===== config.mk =====
export PLATFORM = sky130hd
export DESIGN_NAME = regfile_preloader
export DESIGN_NICKNAME = d
export VERILOG_FILES = /design/src/rtl/preload_pkg.sv /design/src/rtl/preload_word_assembler.sv /design/src/rtl/regfile_preloader.sv
export SDC_FILE = /design/constraint.sdc
export NUM_CORES = 1
export LEC_CHECK = 0
export ABC_AREA = 1
export BUFFER_PORTS_ARGS = -buffer_cell sky130_fd_sc_hd__buf_2
export CORE_MARGIN = 1.5
export CORE_UTILIZATION = 50
export DETAILED_ROUTE_END_ITERATION = 6
export GPL_ROUTABILITY_DRIVEN = 0
export PLACE_DENSITY = 0.84
export SLEW_MARGIN = 20
export SYNTH_ARGS = -nofsm -noshare
export SYNTH_HDL_FRONTEND = slang
export SYNTH_HIERARCHICAL = 1
export SYNTH_SLANG_ARGS = --single-unit

===== constraint.sdc =====
create_clock -name clock -period 3 [get_ports clock]
set_input_delay 0 -clock clock [delete_from_list [all_inputs] [get_ports clock]]
set_output_delay 0 -clock clock [all_outputs]
set_load 0.05 [all_outputs]

===== src/rtl/preload_pkg.sv =====
// Shared definitions for the regfile preloader.
// Contents:
//   state_t        FSM state encoding (CKSUM is only reachable with PRELOAD_CKSUM_EN)
//   DEF_SYNC_BYTE  default frame start marker
//   DEF_END_BYTE   default session terminator
//   DATA_BYTES     payload bytes per frame (little-endian word)
//   IDX_W          width of the register index field
package preload_pkg;

  typedef enum logic [2:0] {
    ST_IDLE,
    ST_SYNC,
    ST_IDX,
    ST_DATA,
    ST_CKSUM,
    ST_WRITE,
    ST_DONE,
    ST_ERR
  } state_t;

  localparam logic [7:0] DEF_SYNC_BYTE = 8'hA5;
  localparam logic [7:0] DEF_END_BYTE  = 8'h5A;
  localparam int         DATA_BYTES    = 4;
  localparam int         IDX_W         = 5;

endpackage


===== src/rtl/preload_word_assembler.sv =====
// Little-endian word assembler for the regfile preloader.
// Bytes shifted in enter at the top and move down, so after DATA_BYTES
// shifts the first byte sits in bits 7:0 and the last in the top byte.
// A running XOR covers every shifted or folded byte since the last clear,
// which lets the frame checksum include the index byte.
// Ports:
//   clock, reset   system clock, synchronous active-high reset (counter only)
//   clear          restart assembly (count and running XOR to zero)
//   shift          accept byte_in as the next payload byte
//   fold           XOR byte_in into the checksum without storing it
//   byte_in        incoming byte
//   word           assembled word
//   full           all DATA_BYTES payload bytes received
//   last           next shift completes the word
//   xor_acc        running XOR of folded and shifted bytes
module preload_word_assembler
  import preload_pkg::*;
(
  input  logic                    clock,
  input  logic                    reset,
  input  logic                    clear,
  input  logic                    shift,
  input  logic                    fold,
  input  logic [7:0]              byte_in,
  output logic [8*DATA_BYTES-1:0] word,
  output logic                    full,
  output logic                    last,
  output logic [7:0]              xor_acc
);

  logic [2:0] count;

  assign full = (count == 3'(DATA_BYTES));
  assign last = (count == 3'(DATA_BYTES - 1));

  always_ff @(posedge clock) begin
    if (reset) begin
      count <= '0;
    end else if (clear) begin
      count <= '0;
    end else if (shift && !full) begin
      count <= count + 3'd1;
    end
  end

  // Payload storage carries no reset; it is always refilled before use.
  always_ff @(posedge clock) begin
    if (shift && !full) begin
      word <= {byte_in, word[8*DATA_BYTES-1:8]};
    end
    if (clear) begin
      xor_acc <= '0;
    end else if (shift || fold) begin
      xor_acc <= xor_acc ^ byte_in;
    end
  end

endmodule


===== src/rtl/regfile_preloader.sv =====
// Regfile preloader: sits between the processor's regfile write port and
// the regfile. Outside a load session processor writes pass straight
// through. A session (opened by start) holds the processor in reset and
// writes one register per received byte-stream frame:
//   SYNC_BYTE, index (0..31), 4 data bytes little-endian [, checksum]
// END_BYTE in place of a frame start closes the session cleanly.
// Optional feature macro: PRELOAD_CKSUM_EN -- adds a 7th frame byte equal
// to the XOR of the index byte and the 4 data bytes; a mismatch is an error.
// Ports:
//   clock, reset        system clock, synchronous active-high reset
//   start               one-cycle pulse opening a session (IDLE/DONE/ERR only)
//   in_valid/in_data    byte stream; in_ready accepts a byte
//   cpu_we/rd/wdata     processor regfile write port
//   rf_we/rd/wdata      regfile write port
//   cpu_reset_hold      OR'ed into the processor reset
//   busy                session active (state not IDLE/DONE)
//   done, err           sticky session outcome flags
//   load_count          frames written this session (r0 frames included)
module regfile_preloader
  import preload_pkg::*;
#(
  parameter logic [7:0] SYNC_BYTE  = DEF_SYNC_BYTE,
  parameter logic [7:0] END_BYTE   = DEF_END_BYTE,
  parameter int         MAX_FRAMES = 32
) (
  input  logic        clock,
  input  logic        reset,
  input  logic        start,
  input  logic        in_valid,
  input  logic [7:0]  in_data,
  output logic        in_ready,
  input  logic        cpu_we,
  input  logic [4:0]  cpu_rd,
  input  logic [31:0] cpu_wdata,
  output logic        rf_we,
  output logic [4:0]  rf_rd,
  output logic [31:0] rf_wdata,
  output logic        cpu_reset_hold,
  output logic        busy,
  output logic        done,
  output logic        err,
  output logic [5:0]  load_count
);

  state_t                  state;
  logic [IDX_W-1:0]        idx;
  logic                    wr_en;
  logic                    accept;
  logic                    asm_clear;
  logic                    asm_shift;
  logic                    asm_fold;
  logic [8*DATA_BYTES-1:0] asm_word;
  logic                    asm_full;
  logic                    asm_last;
  logic [7:0]              asm_xor;
  logic                    passthrough;

  assign accept    = in_valid && in_ready;
  assign asm_clear = accept && (state == ST_SYNC) && (in_data == SYNC_BYTE);
  assign asm_fold  = accept && (state == ST_IDX);
  assign asm_shift = accept && (state == ST_DATA);

  preload_word_assembler u_asm (
    .clock   (clock),
    .reset   (reset),
    .clear   (asm_clear),
    .shift   (asm_shift),
    .fold    (asm_fold),
    .byte_in (in_data),
    .word    (asm_word),
    .full    (asm_full),
    .last    (asm_last),
    .xor_acc (asm_xor)
  );

`ifndef PRELOAD_CKSUM_EN
  logic unused_cksum;
  assign unused_cksum = ^asm_xor;
`endif

  // Index is data: loaded on every index handshake, never reset.
  always_ff @(posedge clock) begin
    if (asm_fold) begin
      idx <= in_data[IDX_W-1:0];
    end
  end

  // Session FSM; all control outputs are registered and updated on the
  // transition that enters the state they belong to.
  always_ff @(posedge clock) begin
    if (reset) begin
      state          <= ST_IDLE;
      in_ready       <= 1'b0;
      cpu_reset_hold <= 1'b0;
      busy           <= 1'b0;
      done           <= 1'b0;
      err            <= 1'b0;
      load_count     <= '0;
      wr_en          <= 1'b0;
    end else begin
      wr_en <= 1'b0;
      case (state)
        ST_IDLE, ST_DONE, ST_ERR: begin
          if (start) begin
            state          <= ST_SYNC;
            in_ready       <= 1'b1;
            cpu_reset_hold <= 1'b1;
            busy           <= 1'b1;
            done           <= 1'b0;
            err            <= 1'b0;
            load_count     <= '0;
          end
        end
        ST_SYNC: begin
          if (accept) begin
            if (in_data == SYNC_BYTE) begin
              if (load_count == 6'(MAX_FRAMES)) begin
                state <= ST_ERR;
                err   <= 1'b1;
              end else begin
                state <= ST_IDX;
              end
            end else if (in_data == END_BYTE) begin
              state          <= ST_DONE;
              in_ready       <= 1'b0;
              cpu_reset_hold <= 1'b0;
              busy           <= 1'b0;
              done           <= 1'b1;
            end
          end
        end
        ST_IDX: begin
          if (accept) begin
            if (in_data[7:IDX_W] != '0) begin
              state <= ST_ERR;
              err   <= 1'b1;
            end else begin
              state <= ST_DATA;
            end
          end
        end
        ST_DATA: begin
          if (accept && asm_last) begin
`ifdef PRELOAD_CKSUM_EN
            state    <= ST_CKSUM;
`else
            state    <= ST_WRITE;
            in_ready <= 1'b0;
            wr_en    <= (idx != '0);
`endif
          end
        end
`ifdef PRELOAD_CKSUM_EN
        ST_CKSUM: begin
          if (accept) begin
            if (in_data == asm_xor) begin
              state    <= ST_WRITE;
              in_ready <= 1'b0;
              wr_en    <= (idx != '0);
            end else begin
              state <= ST_ERR;
              err   <= 1'b1;
            end
          end
        end
`endif
        ST_WRITE: begin
          state      <= ST_SYNC;
          in_ready   <= 1'b1;
          load_count <= load_count + 6'd1;
        end
        default: begin
          state          <= ST_IDLE;
          in_ready       <= 1'b0;
          cpu_reset_hold <= 1'b0;
          busy           <= 1'b0;
        end
      endcase
    end
  end

  assign passthrough = (state == ST_IDLE) || (state == ST_DONE);

  // Preloader writes are suppressed on a reset cycle so an interrupted
  // session never leaves a partial register behind.
  always_comb begin
    if (passthrough) begin
      rf_we    = cpu_we;
      rf_rd    = cpu_rd;
      rf_wdata = cpu_wdata;
    end else begin
      rf_we    = wr_en && asm_full && !reset;
      rf_rd    = idx;
      rf_wdata = asm_word;
    end
  end

endmodule


==> metrics, run 1 <==
fill cell count=440; met3 routed WL=between 400 and 500 um; cts bufs inserted=5; met2 WL=3090 um; initial antenna violation count=0; largest net degree at the start of global routing=44; commonest non-fill, non-tap cell in the layout=buf_2; CTS Buffer Depth=2; IO Pins=99; Die X=approximately 79 um; DPL Wire Length=4630 um; Hold WS=approximately 150 ps; max frequency=~0.42 GHz; vias in the first global route=2,144; die area=0.00623 mm2; syn_area_per_cell=roughly 10 um2; CTS tree=done; drt via density=~5.0; Slew Limit Fails=0; R2R Path End=u_asm/word[29]$_DFFE_PP_; critical path depth=5; layout cells sized above 1=39.2%; final net count=444; outcome=finished, final reports clean; worst slew pin tran=~780 ps; Worst path slowest cell=nand3_4; Worst IR Drop VDD=around 0.55 mV; Skew-Pair Late Insertion Delay=a little over 300 ps; core area=between 0.005 and 0.006 mm2; Final ANT Viol Nets=0; worst min-delay path category=primary input to flip-flop; post-CTS setup buffers=0; CP max FO=43; commonest cells after routing, fill and taps aside=buf_2, nand2_1, nor2_1; worst hold start=start; CP Launch Type=flip-flop; CP Data Required Time=3000 ps; cts repair resizes=0; Ys Warns=6; max cap viols=0; DRC=0; reg2reg start=state[2]$_SDFFE_PP0P_; DRT Wirelength=6100 um; Finished Core Util=65.3%; post-synthesis cell count=278; final hold violations=0; internal reg-to-reg setup slack=980 ps; initial DRC count=85; Routed WL per cell=~13 um; Leakage=between 0.0015 and 0.002 uW; TritonRoute pass-1 iters=4; Critical Path End Type=primary output; Max-slew headroom=48.0%; Die H=78.9 um; Area Overhead vs Synth=25.5%; length in cells of the worst reg-to-reg path=8; Final min period=2370 ps; Port Buffers=98; via count=roughly 2,300; overflow left after global routing=0; htree depth=2; hold depth=5; critical path's top delay family=simple AND/OR/NAND/NOR gates; Metal-1 WL=2480 um; Initial Utilization=52.0%; WP buf/inv=2; first-pass GRT wire length=9600 um; diode count=0; RSZ-0062 raised after global routing=no; post-cts hold buffer count=10; WS Path Type=flip-flop to primary output; Arr. time, crit path=between 2000 and 2500 ps; total track usage=19.8%; clk slew on worst S/H paths=100 ps; CP peak stage delay=580 ps; final period utilization=79.0%; Post-Route Setup TNS=0 ps; Final setup viols=0; CP Cell Sequence=inv_2, nand2_2, nand3_4, mux2_4, buf_2; highest routed metal layer=met4; Root Driver=clkbuf_8; row count=27; mapped cell area=0.00288 mm2; Hold EP=err$_SDFFE_PP0P_; pwr/cell area=about 940 mW/mm2; Synthesized Nets=333; Final Skew=10.1 ps; CTS Sinks=54
-- flip-flops by register name, indices dropped and copies added, names as in the netlist --
signal,count
in_ready,1
done,1
wr_en,1
busy,1
state,3
err,1
u_asm/count,3
load_count,6
idx,5
u_asm/word,32
-- stage by stage --
| stage | power [uW] | instance area, um2 | setup slack, ps | cells |
|---|---|---|---|---|
| 2_1_floorplan | 2710 | 2880 | 504 | 278 |
| 3_3_place_gp | 2960 | 3420 | 1090 | 444 |
| 3_5_place_dp | 3010 | 3420 | 969 | 444 |
| 4_1_cts | 3430 | 3620 | 608 | 462 |
| 5_1_grt | 3590 | 3620 | 485 | 462 |
| 6_report | 3420 | 3620 | 631 | 462 |
-- worst min-delay path: stages --
cell     delay [ps]
buf_2           110
nor2_1          110
nor2_1           70
nand4_1          80
a21oi_1          60
-- worst max-delay path by stage --
stage	from	to	slack, ps
after floorplan	in_ready$_SDFFE_PP0P_	u_asm/word[0]$_DFFE_PP_	500
after global placement	state[1]$_SDFFE_PP0P_	rf_wdata[11]	1090
after detailed placement	state[1]$_SDFFE_PP0P_	rf_wdata[26]	970
after CTS	state[1]$_SDFFE_PP0P_	rf_wdata[26]	610
after global routing	state[1]$_SDFFE_PP0P_	rf_wdata[26]	480
final	state[1]$_SDFFE_PP0P_	rf_rd[1]	630
-- power by group --
part / switching (uW) / total, uW / internal [uW]
Combinational: 1430 / 2120 / 697
Clock: 246 / 415 / 169
Sequential: 40.7 / 879 / 838
-- cell type report --
| type | count | area (um2) | area share (%) |
|---|---|---|---|
| sequential | 54 | 1450 | 40.1 |
| multi-input combinational | 184 | 1250 | 34.6 |
| timing repair buffer | 109 | 598 | 16.5 |
| inverter | 35 | 131 | 3.63 |
| tap | 72 | 90.1 | 2.49 |
| clock buffer | 5 | 68.8 | 1.90 |
| clock inverter | 3 | 26.3 | 0.726 |
-- layer usage --
layer  track usage, %  vias up
li1                 -     1154
met1             22.2     1073
met2             37.2       95
met3             5.29        6
met4             5.09        0
met5                0        -
Note: power is estimated with default switching activity, not from simulation.
==> run 2: changes to the inputs <==
--- a/config.mk
+++ b/config.mk
@@ -8,10 +8,10 @@
 export ABC_AREA = 1
 export BUFFER_PORTS_ARGS = -buffer_cell sky130_fd_sc_hd__buf_2
 export CORE_MARGIN = 1.5
-export CORE_UTILIZATION = 50
+export CORE_UTILIZATION = 47
 export DETAILED_ROUTE_END_ITERATION = 6
 export GPL_ROUTABILITY_DRIVEN = 0
-export PLACE_DENSITY = 0.84
+export PLACE_DENSITY = 0.83
 export SLEW_MARGIN = 20
 export SYNTH_ARGS = -nofsm -noshare
 export SYNTH_HDL_FRONTEND = slang
==> constraint.sdc (replaced) <==
create_clock -name clock -period 2.1 [get_ports clock]
set_input_delay 0 -clock clock [delete_from_list [all_inputs] [get_ports clock]]
set_output_delay 0 -clock clock [all_outputs]
set_load 0.05 [all_outputs]
==> metrics, run 2 (same netlist as run 1, synthesis figures left out) <==
outcome=finished, final reports clean; layout cells sized above 1=39.8% (+0.57 points); dpl cells=449 (+1.1%); initial antenna violation count=0 (unchanged); R2R Path End=u_asm/word[9]$_DFFE_PP_; worst min-delay path category=primary input to flip-flop; CTS Buffer Depth=2 (unchanged); Power Total=4900 uW (+43%); Area Overhead vs Synth=27.1%; max frequency=0.505 GHz; fin cells=467 (+1.1%); WS Path Type=flip-flop to primary output; Hold WS=160 ps (+5.69 ps); biggest regs=u_asm/word: 32 flops, load_count: 6 flops, idx: 5 flops; DRC=0 (unchanged); row count=28 (+3.7%); total track usage=17.9% (-2.0 points); largest net degree at the start of global routing=36 (-18%); CP Launch Point=state[1]$_SDFFE_PP0P_; Cell Area, Placed=0.00347 mm2 (+1.3%); Final ANT Viol Nets=0 (unchanged); Final Skew=5.28 ps (-4.79 ps); Initial Utilization=48.7% (-3.3 points); core area=0.00592 mm2 (+6.9%); Skew-Pair Late Insertion Delay=310 ps (about the same); Slew Limit Fails=0 (unchanged); Arr. time, crit path=1980 ps (-390 ps); die area=0.00661 mm2 (+6.1%); Root Driver=clkbuf_8; Port Buffers=98 (unchanged); final period utilization=94.3%; pwr/cell area=1340 mW/mm2 (+42%); Leakage=0.00170 uW (+0.89%); worst slew pin tran=423 ps (-357 ps); final hold violations=0 (unchanged); CP Data Required Time=2100 ps (-900 ps); Largest Register=u_asm/word; first-pass GRT wire length=8940 um (-6.9%); internal reg-to-reg setup slack=370 ps (-610 ps); vias in the first global route=2,106 (-1.8%); DRT Wirelength=5810 um (-4.8%); DPL Wire Length=4490 um (-3.0%); via count=2,284 (-1.9%); Worst IR Drop VDD=0.838 mV (+51%); max reg flops=32 (unchanged); post-CTS setup buffers=0 (unchanged); htree depth=2 (unchanged); length in cells of the worst reg-to-reg path=8 (unchanged); final net count=446 (+0.45%); final instance area=0.00366 mm2 (+1.2%); drt via density=4.89 (-2.9%); TritonRoute pass-1 iters=4 (unchanged); commonest cells after routing, fill and taps aside=buf_2, nand2_1, nor2_1; RSZ-0062 raised after global routing=no; initial DRC count=93 (+9.4%); max cap viols=0 (unchanged); cts bufs inserted=5 (unchanged); CP endpoint=rf_rd[1]; clk slew on worst S/H paths=100 ps (about the same); Post-Route Setup TNS=0 ps (unchanged); IO Pins=99 (unchanged); cts repair resizes=0 (unchanged); Routed WL per cell=12.4 um (-5.9%); Critical Path End Type=primary output; CP Launch Type=flip-flop; overflow left after global routing=0 (unchanged); reg2reg start=state[2]$_SDFFE_PP0P_; CTS tree=done; commonest non-fill, non-tap cell in the layout=buf_2; Final setup viols=0 (unchanged); Final min period=1980 ps; CP max FO=10 (-77%); Max-slew headroom=71.6% (+24 points); diode count=0 (unchanged); Die X=81.3 um (+3.0%); CTS Sinks=54 (unchanged); Die H=81.3 um (+3.0%)
==> run 2: cell count changes in the layout (fill, tap and decap cells not counted) <==
| cell | previous run | this run |
|---|---|---|
| clkinvlp_4 | 0 | 1 |
| inv_6 | 0 | 1 |
| clkinv_4 | 3 | 1 |
| dfxtp_1 | 17 | 16 |
| dfxtp_2 | 0 | 1 |
| buf_12 | 0 | 2 |
==> run 2: worst max-delay path, stage by stage, from the launching register on <==
cell	delay, ps
dfxtp_1	430
inv_2	80
nand2_2	160
nand3_4	220
buf_4	260
mux2_4	310
buf_2	210
==> run 2: worst min path at each step <==
stage | startpoint | to | slack, ps | cells past startpoint
6_report | start | err$_SDFFE_PP0P_ | 160 | 5
5_1_grt | start | err$_SDFFE_PP0P_ | 210 | 5
4_1_cts | start | err$_SDFFE_PP0P_ | 140 | 5
3_5_place_dp | in_data[7] | u_asm/word[31]$_DFFE_PP_ | 240 | 1
3_3_place_gp | in_data[5] | u_asm/word[29]$_DFFE_PP_ | 230 | 1
2_1_floorplan | reset | done$_SDFFE_PP0P_ | 70 | 1
==> run 2: power breakdown <==
part	switching [uW]	total (uW)	internal [uW]
sequential	57.8	1260	1200
clock	342	583	241
combinational	2040	3060	1020
total	2440	4900	2460
==> run 2: timing repair <==
action | CTS | global route
endpoints found under the setup margin | 0 | 0
endpoints found under the hold margin | 17 | 0
hold buffers | 10 | 0
==> run 2: through the flow <==
step	utilization [%]	setup WS (ps)
after floorplan	-	207
after global placement	58.6	443
after detailed placement	58.6	379
after CTS	61.8	92.7
after global routing	61.8	5.19
final	61.8	120
==> run 2: final cells by class <==
| type | instances | area, um2 |
|---|---|---|
| clock inverter | 3 | 25.0 |
| clock buffer | 5 | 68.8 |
| multi-input combinational | 184 | 1250 |
| timing repair buffer | 111 | 638 |
| sequential | 54 | 1450 |
| tap | 75 | 93.8 |
| inverter | 35 | 131 |
| fill | 471 | 2260 |
==> run 2: per-layer routing <==
layer	vias to the layer above	routed length (um)	global-route usage (%)
met3	14	380	3.26
met5	-	0	0
met2	97	2880	33.2
li1	1157	-	-
met4	0	144	8.45
met1	1016	2400	19.3
==> run 3: changes to the inputs <==
--- a/config.mk
+++ b/config.mk
@@ -12,7 +12,7 @@
 export DETAILED_ROUTE_END_ITERATION = 6
 export GPL_ROUTABILITY_DRIVEN = 0
 export PLACE_DENSITY = 0.83
-export SLEW_MARGIN = 20
+export SLEW_MARGIN = 10
 export SYNTH_ARGS = -nofsm -noshare
 export SYNTH_HDL_FRONTEND = slang
 export SYNTH_HIERARCHICAL = 1
==> constraint.sdc (replaced) <==
create_clock -name clock -period 2.1 [get_ports clock]
set_input_delay 0.63 -clock clock [delete_from_list [all_inputs] [get_ports clock]]
set_output_delay 0.63 -clock clock [all_outputs]
set_load 0.05 [all_outputs]
==> metrics, run 3 (same netlist as run 1, synthesis figures left out) <==
outcome=complete, but fails checks; failing checks=negative setup slack; internal reg-to-reg setup slack=160 ps (-210 ps); Final min period=2280 ps (+295 ps); layout cells sized above 1=47.9% (+8.1 points); htree depth=2 (unchanged); RSZ-0062 raised after global routing=yes; worst min-delay path category=flip-flop to flip-flop; largest net degree at the start of global routing=36 (unchanged); pwr/cell area=1400 mW/mm2 (+4.9%); internal power=3040 uW (+24%); met2 WL=4090 um (+42%); final period utilization=108% (+14 points); Die H=81.3 um (unchanged); CP Launch Point=state[1]$_SDFFE_PP0P_; clk slew on worst S/H paths=100 ps (about the same); final net count=457 (+2.5%); CTS Buffer Depth=2 (unchanged); total track usage=21.8% (+4.0 points); first-pass GRT wire length=10,700 um (+20%); vias in the first global route=2,311 (+9.7%); Root Driver=clkbuf_8; core area=0.00592 mm2 (unchanged); diode count=0 (unchanged); Final setup viols=37 (+37); CP endpoint=rf_wdata[30]; commonest non-fill, non-tap cell in the layout=buf_2; TritonRoute pass-1 iters=4 (unchanged); row count=28 (unchanged); Metal-1 WL=2500 um (+4.2%); initial antenna violation count=0 (unchanged); length in cells of the worst reg-to-reg path=10 (+2); Largest Register=u_asm/word; Final ANT Viol Nets=0 (unchanged); switching power=2680 uW (+9.6%); worst slew pin tran=478 ps (+55.2 ps); final instance area=0.00408 mm2 (+11%); CP Cell Sequence=inv_4, nand2_4, nand3_4, buf_12, mux2_4, buf_6; IO Pins=99 (unchanged); register share of total power=22.1% (-3.6 points); reg2reg start=state[2]$_SDFFE_PP0P_; cts bufs inserted=5 (unchanged); initial DRC count=194 (+110%); CTS Sinks=54 (unchanged); highest routed metal layer=met4; biggest regs=u_asm/word: 32 flops, load_count: 6 flops, idx: 5 flops; Post-Route Setup TNS=-5450 ps (-5450 ps); Leakage=0.00187 uW (+9.9%); Die X=81.3 um (unchanged); Area Overhead vs Synth=41.5%; CTS tree=done; drt via density=5.13 (+4.9%); R2R Path End=u_asm/word[27]$_DFFE_PP_; max reg flops=32 (unchanged); CP Data Required Time=1470 ps (-630 ps); WS Path Type=flip-flop to primary output; CP Launch Type=flip-flop; Comb power frac=67.6% (+5.2 points); Final Skew=1.80 ps (-3.48 ps); WP buf/inv=3 (unchanged); final hold violations=0 (unchanged); max frequency=0.440 GHz (-13%); Max-slew headroom=67.8% (-3.7 points); critical path's top delay family=buffers and inverters; Arr. time, crit path=1650 ps (-330 ps); area of the multi-input gates=0.00132 mm2 (+5.4%); CP max FO=17 (+7); fill cell count=403 (-14%); CP peak stage delay=400 ps (-30 ps); Initial Utilization=48.7% (unchanged); Register Area=0.00147 mm2 (+0.86%); max cap viols=0 (unchanged); Critical Path End Type=primary output; critical path depth=6 (unchanged); overflow left after global routing=0 (unchanged); Port Buffers=98 (unchanged); DRT Wirelength=7260 um (+25%); Net Sw Frac=46.8% (-3.1 points); DPL Wire Length=4880 um (+8.7%); Worst IR Drop VDD=0.864 mV (+3.2%); post-route worst setup slack=-175 ps (-295 ps); Worst path slowest cell=dfxtp_4; dpl ws=2.12 ps (-377 ps); Routed WL per cell=15.2 um (+22%); Slew Limit Fails=0 (unchanged); met3 routed WL=477 um (+26%); die area=0.00661 mm2 (unchanged); commonest cells after routing, fill and taps aside=buf_2, nand2_1, nor2_1, edfxtp_1, buf_6; Skew-Pair Late Insertion Delay=310 ps (about the same); clock network power share=10.3% (-1.6 points); DRC=0 (unchanged); via count=2,452 (+7.4%); Cell Area, Placed=0.00355 mm2 (+2.5%)
run 3: routing by layer:
metal / track usage (%) / vias up
met4: 6.72 / 0
li1: - / 1182
met3: 3.15 / 18
met5: 0 / -
met2: 44.9 / 111
met1: 21.9 / 1141
run 3: stage by stage:
stage	instances	hold slack [ps]	util [%]	power, uW
2_1_floorplan	278	427	-	3870
3_3_place_gp	459	429	60.0	4390
3_5_place_dp	459	436	60.0	4460
4_1_cts	472	451	66.8	5550
5_1_grt	478	483	68.9	5960
6_report	478	449	68.9	5720
run 3: how the worst min path moves through the flow:
stage	startpoint	end	cells after the start
floorplan	u_asm/word[8]$_DFFE_PP_	u_asm/word[0]$_DFFE_PP_	0
global route	err$_SDFFE_PP0P_	err$_SDFFE_PP0P_	2
finish	err$_SDFFE_PP0P_	err$_SDFFE_PP0P_	2
CTS	err$_SDFFE_PP0P_	err$_SDFFE_PP0P_	2
global placement	u_asm/word[29]$_DFFE_PP_	u_asm/word[21]$_DFFE_PP_	0
detailed placement	err$_SDFFE_PP0P_	err$_SDFFE_PP0P_	2
run 3: area by class of cell:
| type | count | share of cell area (%) |
|---|---|---|
| Sequential cell | 54 | 35.9 |
| Multi-Input combinational cell | 184 | 32.4 |
| Timing Repair Buffer | 122 | 23.8 |
| Inverter | 35 | 3.35 |
| Tap cell | 75 | 2.30 |
| Clock buffer | 5 | 1.69 |
| Clock inverter | 3 | 0.614 |
run 3: tightest hold or removal path: stages (launching register included):
cell,delay (ps)
dfxtp_1,320
inv_1,40
a21oi_1,50
run 3: repair_timing:
item	CTS	global route
setup endpoints to repair	38	38
hold endpoints to repair	0	0
setup buffers	5	6
gates cloned	0	0
hold buffers	0	0
pin swaps	2	2
resized for setup	88	21
run 3: power by group through the flow:
stage | registers [uW] | clock network (uW) | logic [uW]
after CTS | 1260 | 598 | 3690
after detailed placement | 1270 | 0 | 3190
final | 1260 | 590 | 3860
after global placement | 1270 | 0 | 3120
after global routing | 1270 | 638 | 4040
after floorplan | 1380 | 0 | 2490
